[config.mk]
export PLATFORM = sky130hd
export DESIGN_NAME = nyquist_sampler_flat
export DESIGN_NICKNAME = d
export VERILOG_FILES = /design/src/rtl/nyquist_sampler_if.sv /design/src/rtl/nyquist_sampler.sv /design/src/flat_wrapper.sv
export SDC_FILE = /design/constraint.sdc
export NUM_CORES = 1
export LEC_CHECK = 0
export ABC_CLOCK_PERIOD_IN_PS = 5500
export CORE_ASPECT_RATIO = 0.8
export CORE_MARGIN = 2
export CORE_UTILIZATION = 53
export CTS_CLUSTER_SIZE = 40
export DETAILED_ROUTE_END_ITERATION = 7
export PLACE_DENSITY = 0.89
export SLEW_MARGIN = 0
export SYNTH_ARGS = -nofsm -noshare
export SYNTH_HDL_FRONTEND = slang
export SYNTH_SLANG_ARGS = --single-unit
[constraint.sdc]
create_clock -name clk50m_i -period 5.5 [get_ports clk50m_i]
set_input_delay 1.1 -clock clk50m_i [delete_from_list [all_inputs] [get_ports clk50m_i]]
set_output_delay 1.1 -clock clk50m_i [all_outputs]
set_load 0.005 [all_outputs]
[src/rtl/nyquist_sampler_if.sv]
// ---------------------------------------------------------------------------
// nyquist_sampler_if
// Purpose: bundles the conversion handshake towards the ADC driver and the
//          load handshake towards the DAC driver into one interface.
// Signals:
//   convReq   one-cycle conversion request (sampler -> ADC driver)
//   adcValid  one-cycle pulse, adcVa/adcVb hold a new frame (ADC -> sampler)
//   adcVa/Vb  two's complement samples, ADC_WIDTH bits each
//   dacStart  one-cycle start pulse (sampler -> DAC driver)
//   dacBusy   DAC transfer in progress (DAC driver -> sampler)
//   dacVa/Vb  offset-binary codes, DAC_WIDTH bits each, held between updates
// Modports: master = sampler side, slave = ADC/DAC driver side.
// ---------------------------------------------------------------------------
interface nyquist_sampler_if #(
  parameter int ADC_WIDTH = 14,
  parameter int DAC_WIDTH = 12
);
  logic                 convReq;
  logic                 adcValid;
  logic [ADC_WIDTH-1:0] adcVa;
  logic [ADC_WIDTH-1:0] adcVb;
  logic                 dacStart;
  logic                 dacBusy;
  logic [DAC_WIDTH-1:0] dacVa;
  logic [DAC_WIDTH-1:0] dacVb;

  modport master (
    output convReq, dacStart, dacVa, dacVb,
    input  adcValid, adcVa, adcVb, dacBusy
  );

  modport slave (
    input  convReq, dacStart, dacVa, dacVb,
    output adcValid, adcVa, adcVb, dacBusy
  );
endinterface

[src/rtl/nyquist_sampler.sv]
// ---------------------------------------------------------------------------
// nyquist_sampler
// Purpose: sample-rate engine between the ADC and DAC drivers. Generates the
//          SPI serial clock, issues conversion requests at a programmable
//          period, converts both channels from two's complement to DAC
//          offset binary and hands them to the DAC with a start pulse.
// Ports:
//   clk50m_i     50 MHz system clock
//   rst_i        synchronous active-high reset
//   sckDiv_i     SPI_SCK half-period in clock cycles (0 behaves as 1)
//   rate_i       sample period in clock cycles (clamped up to MIN_RATE)
//   enable_i     run sampling; low clears the rate counter
//   bus          nyquist_sampler_if.master (ADC/DAC handshakes and data)
//   spiSck_o     divided serial clock
//   sampleCnt_o  frames delivered to the DAC, wraps at 16 bits
//   overrun_o    sticky: a sample tick arrived while busy with a frame
//   timeout_o    sticky: the ADC never answered a conversion request
// Build option: define NYQUIST_ROUNDING_EN for round-half-up conversion with
//               saturation; this spends one extra cycle in LOAD.
// ---------------------------------------------------------------------------
module nyquist_sampler #(
  parameter int ADC_WIDTH    = 14,
  parameter int DAC_WIDTH    = 12,
  parameter int DIV_WIDTH    = 8,
  parameter int RATE_WIDTH   = 16,
  parameter int MIN_RATE     = 64,
  parameter int CONV_TIMEOUT = 1024
) (
  input  logic                  clk50m_i,
  input  logic                  rst_i,
  input  logic [DIV_WIDTH-1:0]  sckDiv_i,
  input  logic [RATE_WIDTH-1:0] rate_i,
  input  logic                  enable_i,
  nyquist_sampler_if.master     bus,
  output logic                  spiSck_o,
  output logic [15:0]           sampleCnt_o,
  output logic                  overrun_o,
  output logic                  timeout_o
);

  localparam int TO_W = $clog2(CONV_TIMEOUT + 1);
  localparam logic [DAC_WIDTH-1:0] MIDSCALE = {1'b1, {(DAC_WIDTH-1){1'b0}}};

  typedef enum logic [1:0] {IDLE, CONVERT, LOAD, DAC_WAIT} state_t;

  // SCK divider: the divisor is captured only on a wrap so a change never
  // produces a runt half-period.
  logic [DIV_WIDTH-1:0] sckCnt_q, sckCnt_d;
  logic [DIV_WIDTH-1:0] sckDivLat_q, sckDivLat_d;
  logic [DIV_WIDTH-1:0] sckDivEff;
  logic                 spiSck_q, spiSck_d;

  assign sckDivEff = (sckDiv_i == '0) ? DIV_WIDTH'(1) : sckDiv_i;

  always_comb begin
    sckCnt_d    = sckCnt_q + DIV_WIDTH'(1);
    sckDivLat_d = sckDivLat_q;
    spiSck_d    = spiSck_q;
    if (sckCnt_q == sckDivLat_q - DIV_WIDTH'(1)) begin
      sckCnt_d    = '0;
      sckDivLat_d = sckDivEff;
      spiSck_d    = ~spiSck_q;
    end
  end

  always_ff @(posedge clk50m_i) begin
    if (rst_i) begin
      sckCnt_q    <= '0;
      sckDivLat_q <= sckDivEff;
      spiSck_q    <= 1'b0;
    end else begin
      sckCnt_q    <= sckCnt_d;
      sckDivLat_q <= sckDivLat_d;
      spiSck_q    <= spiSck_d;
    end
  end

  // Rate counter: the clamped period is reloaded at every wrap and
  // continuously while disabled, so enabling starts a fresh full period.
  logic [RATE_WIDTH-1:0] rateCnt_q, rateCnt_d;
  logic [RATE_WIDTH-1:0] rateLat_q, rateLat_d;
  logic [RATE_WIDTH-1:0] rateEff;
  logic                  tick;

  assign rateEff = (rate_i < RATE_WIDTH'(MIN_RATE)) ? RATE_WIDTH'(MIN_RATE) : rate_i;
  assign tick    = enable_i && (rateCnt_q == rateLat_q - RATE_WIDTH'(1));

  always_comb begin
    rateCnt_d = rateCnt_q + RATE_WIDTH'(1);
    rateLat_d = rateLat_q;
    if (!enable_i || tick) begin
      rateCnt_d = '0;
      rateLat_d = rateEff;
    end
  end

  always_ff @(posedge clk50m_i) begin
    if (rst_i) begin
      rateCnt_q <= '0;
      rateLat_q <= rateEff;
    end else begin
      rateCnt_q <= rateCnt_d;
      rateLat_q <= rateLat_d;
    end
  end

  // Code conversion. Flipping the sign bit maps two's complement onto
  // offset binary; the top DAC_WIDTH bits of that are the DAC code.
  logic [ADC_WIDTH-1:0] latchA_q, latchB_q;
  logic [DAC_WIDTH-1:0] loadA, loadB;
  logic                 loadReady;

`ifdef NYQUIST_ROUNDING_EN
  localparam logic [ADC_WIDTH:0] HALF_LSB = (ADC_WIDTH+1)'(1) << (ADC_WIDTH - DAC_WIDTH - 1);

  // The extra top bit of the sum catches overflow past positive full scale.
  function automatic logic [DAC_WIDTH-1:0] roundCode(input logic [ADC_WIDTH-1:0] s);
    logic [ADC_WIDTH:0] sum;
    sum = {1'b0, ~s[ADC_WIDTH-1], s[ADC_WIDTH-2:0]} + HALF_LSB;
    return sum[ADC_WIDTH] ? {DAC_WIDTH{1'b1}} : sum[ADC_WIDTH-1 -: DAC_WIDTH];
  endfunction

  logic                 roundDone_q;
  logic [DAC_WIDTH-1:0] roundA_q, roundB_q;

  assign loadReady = roundDone_q;
  assign loadA     = roundA_q;
  assign loadB     = roundB_q;
`else
  function automatic logic [DAC_WIDTH-1:0] truncCode(input logic [ADC_WIDTH-1:0] s);
    return {~s[ADC_WIDTH-1], s[ADC_WIDTH-2 -: DAC_WIDTH-1]};
  endfunction

  assign loadReady = 1'b1;
  assign loadA     = truncCode(latchA_q);
  assign loadB     = truncCode(latchB_q);
`endif

  // Frame sequencer. All handshake outputs are registered here; a tick
  // that finds the FSM away from IDLE is dropped and flagged as overrun.
  state_t               state_q;
  logic [TO_W-1:0]      toCnt_q;
  logic                 waitFirst_q;
  logic                 convReq_q, dacStart_q, overrun_q, timeout_q;
  logic [DAC_WIDTH-1:0] dacVa_q, dacVb_q;
  logic [15:0]          sampleCnt_q;

  always_ff @(posedge clk50m_i) begin
    if (rst_i) begin
      state_q     <= IDLE;
      toCnt_q     <= '0;
      waitFirst_q <= 1'b0;
      convReq_q   <= 1'b0;
      dacStart_q  <= 1'b0;
      overrun_q   <= 1'b0;
      timeout_q   <= 1'b0;
      dacVa_q     <= MIDSCALE;
      dacVb_q     <= MIDSCALE;
      sampleCnt_q <= '0;
      latchA_q    <= '0;
      latchB_q    <= '0;
`ifdef NYQUIST_ROUNDING_EN
      roundDone_q <= 1'b0;
      roundA_q    <= MIDSCALE;
      roundB_q    <= MIDSCALE;
`endif
    end else begin
      convReq_q  <= 1'b0;
      dacStart_q <= 1'b0;
      if (tick && state_q != IDLE) overrun_q <= 1'b1;
      case (state_q)
        IDLE: begin
          if (tick) begin
            convReq_q <= 1'b1;
            toCnt_q   <= '0;
            state_q   <= CONVERT;
          end
        end
        CONVERT: begin
          if (bus.adcValid) begin
            latchA_q <= bus.adcVa;
            latchB_q <= bus.adcVb;
            state_q  <= LOAD;
          end else if (toCnt_q == TO_W'(CONV_TIMEOUT - 1)) begin
            timeout_q <= 1'b1;
            state_q   <= IDLE;
          end else begin
            toCnt_q <= toCnt_q + TO_W'(1);
          end
        end
        LOAD: begin
`ifdef NYQUIST_ROUNDING_EN
          if (!roundDone_q) begin
            roundA_q    <= roundCode(latchA_q);
            roundB_q    <= roundCode(latchB_q);
            roundDone_q <= 1'b1;
          end
`endif
          if (loadReady) begin
            dacVa_q <= loadA;
            dacVb_q <= loadB;
            if (!bus.dacBusy) begin
              dacStart_q  <= 1'b1;
              sampleCnt_q <= sampleCnt_q + 16'd1;
              waitFirst_q <= 1'b1;
              state_q     <= DAC_WAIT;
`ifdef NYQUIST_ROUNDING_EN
              roundDone_q <= 1'b0;
`endif
            end
          end
        end
        DAC_WAIT: begin
          // First cycle gives the DAC driver time to raise busy.
          if (waitFirst_q) waitFirst_q <= 1'b0;
          else if (!bus.dacBusy) state_q <= IDLE;
        end
        default: state_q <= IDLE;
      endcase
    end
  end

  assign bus.convReq  = convReq_q;
  assign bus.dacStart = dacStart_q;
  assign bus.dacVa    = dacVa_q;
  assign bus.dacVb    = dacVb_q;
  assign spiSck_o     = spiSck_q;
  assign sampleCnt_o  = sampleCnt_q;
  assign overrun_o    = overrun_q;
  assign timeout_o    = timeout_q;

endmodule

[src/flat_wrapper.sv]
// flat-port wrapper written by rule: the top's interface ports become plain ports
module nyquist_sampler_flat 
#(
  parameter int ADC_WIDTH    = 14,
  parameter int DAC_WIDTH    = 12,
  parameter int DIV_WIDTH    = 8,
  parameter int RATE_WIDTH   = 16,
  parameter int MIN_RATE     = 64,
  parameter int CONV_TIMEOUT = 1024
)
  (clk50m_i, rst_i, sckDiv_i, rate_i, enable_i, spiSck_o, sampleCnt_o, overrun_o, timeout_o, bus_convReq, bus_dacStart, bus_dacVa, bus_dacVb, bus_adcValid, bus_adcVa, bus_adcVb, bus_dacBusy);
  nyquist_sampler_if #(.ADC_WIDTH(ADC_WIDTH), .DAC_WIDTH(DAC_WIDTH)) bus_i ();
  input  logic clk50m_i;
  input  logic rst_i;
  input  logic [DIV_WIDTH-1:0] sckDiv_i;
  input  logic [RATE_WIDTH-1:0] rate_i;
  input  logic enable_i;
  output logic spiSck_o;
  output logic [15:0] sampleCnt_o;
  output logic overrun_o;
  output logic timeout_o;
  output wire logic [$bits(bus_i.convReq)-1:0] bus_convReq;
  output wire logic [$bits(bus_i.dacStart)-1:0] bus_dacStart;
  output wire logic [$bits(bus_i.dacVa)-1:0] bus_dacVa;
  output wire logic [$bits(bus_i.dacVb)-1:0] bus_dacVb;
  input wire logic [$bits(bus_i.adcValid)-1:0] bus_adcValid;
  input wire logic [$bits(bus_i.adcVa)-1:0] bus_adcVa;
  input wire logic [$bits(bus_i.adcVb)-1:0] bus_adcVb;
  input wire logic [$bits(bus_i.dacBusy)-1:0] bus_dacBusy;
  assign bus_convReq = bus_i.convReq;
  assign bus_dacStart = bus_i.dacStart;
  assign bus_dacVa = bus_i.dacVa;
  assign bus_dacVb = bus_i.dacVb;
  assign bus_i.adcValid = bus_adcValid;
  assign bus_i.adcVa = bus_adcVa;
  assign bus_i.adcVb = bus_adcVb;
  assign bus_i.dacBusy = bus_dacBusy;
  nyquist_sampler #(.ADC_WIDTH(ADC_WIDTH), .DAC_WIDTH(DAC_WIDTH), .DIV_WIDTH(DIV_WIDTH), .RATE_WIDTH(RATE_WIDTH), .MIN_RATE(MIN_RATE), .CONV_TIMEOUT(CONV_TIMEOUT)) u_core (.clk50m_i(clk50m_i), .rst_i(rst_i), .sckDiv_i(sckDiv_i), .rate_i(rate_i), .enable_i(enable_i), .bus(bus_i), .spiSck_o(spiSck_o), .sampleCnt_o(sampleCnt_o), .overrun_o(overrun_o), .timeout_o(timeout_o));
endmodule
==> impl_results.md <==
- # port buffers: 97
- Post-synthesis sequential area ratio: 0.502
- Final Cycle Share: 0.748
- CTS tree: built
- Hold Path End: u_core.bus.dacVa[2]
- Final Util: 0.708
- Cell taking the most area after synthesis: dfxtp_1
- Hold-fix buffers at CTS: 0
- Fin cells: 884
- Vias in the first global route: 4973
- Reg2reg setup slack: 1.39 ns
- Worst-margin pin slew: 0.897 ns
- RePlAce Congestion: 0.887
- Synth area leaders: dfxtp_1, edfxtp_1, nand2_1, a21oi_1, xor2_1
- Largest net degree at the start of global routing: 78
- RSZ-0062 raised after global routing: false
- Critical R2R Capture: u_core.toCnt_q[5]
- Post-synth cell types: 52
- Final Hold Fails: 0
- Clock Latency Late Sink: 0.41 ns
- Most frequent cell after synthesis: nand2_1
- Clk root buf: clkbuf_16
- Number of setup buffers added after CTS: 0
- Max Fanout on Critical Path: 18
- DRT iter0 DRCs: 613
- Die W: 120 um
- Endpoints failing setup: 0
- CP startpoint: u_core.rateLat_q[0]
- Hold Crit Start: u_core.latchA_q[4]
- # IOs: 102
- Final Skew: 0.00935 ns
- Crit path time final: 4.11 ns
- Post-synth EDFFs: 24
- Placed cell count: 852
- YS warnings: 0
- CTS sink count: 131
- Outcome: finished clean
- Hold WC Path Type: reg2reg
- Post-DP HPWL: 9.13 mm
- FP Rows: 33
- Post-synth top area share: 0.376
- Vias: 5057
- Reg2reg path depth: 10
- Pwr dens: 323 mW/mm^2
- Mapped Avg Cell Area: 8.68 um^2
- Slew HR: 0.402
- Nets: 794
- Top FF cell, synth: dfxtp_1
- Iteration count of the initial detailed-routing pass: 5
- Post-Syn Area: 0.00570 mm^2
- Seq cells post-synth: 131
- GRT Overall Usage: 0.248
- Final Max Slew Viols: 0
- Peak supply drop: 0.355 mV
- Die Ht: 96.8 um
- Max cap viols: 0
- Worst hold margin: 0.456 ns
- Antenna viol nets, final: 0
- CP required: 5.84 ns
- Inserted Diodes: 0
- Htree depth: 4
- Synthesized instance count: 657
- Critical path capture point type: flip-flop
- Layout area overhead: 28.7%
- WHS Path Cells: 2
- CP Launch Type: flip-flop
- Ranking of synthesized cells by instance count: nand2_1, dfxtp_1, a21oi_1
- Leakage power: 2.55 nW
- Highest achievable clock rate: 0.243 GHz
- Starting Density: 0.550
- Core Region: 0.0104 mm^2
- Syn nets: 720
- GRT overflow: 0
- Antenna violations before repair: 0
- Die footprint: 0.0116 mm^2
- Post-route DRC violation count: 0
- Inserted Clock Buffers: 17
- # resized after CTS: 0
- WP data arrival: 4.45 ns
- Via-to-Cell Ratio: 5.72
- Kind of critical path: reg2reg
- Worst r2r src: u_core.rateLat_q[0]
- Clk buf depth: 2
- First-pass GRT wire length: 23.3 mm
- Post-synth ARST share: 0
- Share of cells above drive strength 1: 0.0565
- Setup TNS: 0 ns
- WL final: 14.0 mm
- Clock slew at reported path FFs: 0.06 ns
- Avg WL per Cell: 15.9 um
worst max path at each step:
stage	end	cells past startpoint
after CTS	u_core.toCnt_q[5]	10
after detailed placement	u_core.toCnt_q[5]	10
final	u_core.toCnt_q[5]	10
after global placement	u_core.toCnt_q[9]	10
after global routing	u_core.toCnt_q[9]	10
after floorplan	u_core.rateLat_q[0]	11
final cells by class:
cell class	count	area, um^2
clock buffer	18	450
multi-input combinational	467	2620
inverter	14	52.6
clock inverter	14	195
timing repair buffer	100	988
fill	721	3020
tap	140	175
sequential	131	2860
through the flow:
stage | cell area (um^2) | worst slack, ns | power (W)
final | 7340 | 1.39 | 0.00237
after global routing | 7340 | 1.25 | 0.00244
after CTS | 7340 | 1.40 | 0.00238
after detailed placement | 6700 | 1.44 | 0.00115
after global placement | 6700 | 1.58 | 0.00114
after floorplan | 5700 | 1.41 | 0.00110
cell families (layout without fill, tap and decap cells):
group / Yosys count / after routing / synth area share
flip-flops: 131 / 131 / 0.502
buffers and inverters: 59 / 146 / 0.0390
XOR/XNOR: 59 / 59 / 0.0906
AO/OA/AOI/OAI: 111 / 111 / 0.116
adder cells (fa/ha/maj): 6 / 6 / 0.0132
AND/OR/NAND/NOR: 291 / 291 / 0.239
state kept, by name, summed over array words and instances, names as in the netlist, 8 cells and up, named ones only:
signal              cells
u_core.sampleCnt_o     16
u_core.rateCnt_q       16
u_core.rateLat_q       16
u_core.toCnt_q         11
u_core.bus.dacVb       12
u_core.sckCnt_q         8
u_core.bus.dacVa       12
u_core.latchA_q        12
u_core.sckDivLat_q      8
u_core.latchB_q        12
report_power, final:
part / switching [W] / internal, W
Combinational: 0.0000544 / 0.0000614
Sequential: 0.0000222 / 0.000997
Clock: 0.000442 / 0.000791
Total: 0.000519 / 0.00185
routing by layer:
metal | GRT usage | up-vias | part of all wire
li1 | - | 2400 | -
met1 | 0.292 | 2419 | 0.40
met2 | 0.434 | 205 | 0.52
met3 | 0.0454 | 33 | 0.050
met4 | 0.118 | 0 | 0.025
met5 | 0 | - | 0
critical path, stage by stage (launching register included):
cell and delay, ns:
edfxtp_1 0.43, inv_1 0.08, ha_1 0.20, or4b_1 0.57
or4b_1 0.56, or3_1 0.32, a21o_1 0.20, a2111o_1 0.39
o32a_1 0.55, or4_1 0.57, a21oi_1 0.16
placed cells by master (no fill, tap or decap), types with 4 or more instances in the layout:
| cell type | synthesis | routed |
|---|---|---|
| o21ai_0 | 12 | 12 |
| ha_1 | 6 | 6 |
| nor3_1 | 9 | 9 |
| o31ai_1 | 4 | 4 |
| or3_1 | 12 | 12 |
| xnor2_1 | 29 | 29 |
| dfxtp_1 | 107 | 107 |
| nand4_1 | 6 | 6 |
| inv_1 | 14 | 14 |
| edfxtp_1 | 24 | 24 |
| nor2b_1 | 5 | 5 |
| xor2_1 | 30 | 30 |
| nand2b_1 | 4 | 4 |
| nor2_1 | 63 | 63 |
| or4_1 | 6 | 6 |
| and3_1 | 10 | 10 |
| and2_1 | 11 | 11 |
| clkbuf_16 | 0 | 18 |
| nand3_1 | 22 | 22 |
| a21oi_1 | 66 | 66 |
| nor4_1 | 11 | 11 |
| bufinv_16 | 0 | 4 |
| clkdlybuf4s50_1 | 0 | 96 |
| nand2_1 | 119 | 119 |
| inv_6 | 0 | 4 |
Note: power is estimated with default switching activity, not from simulation.
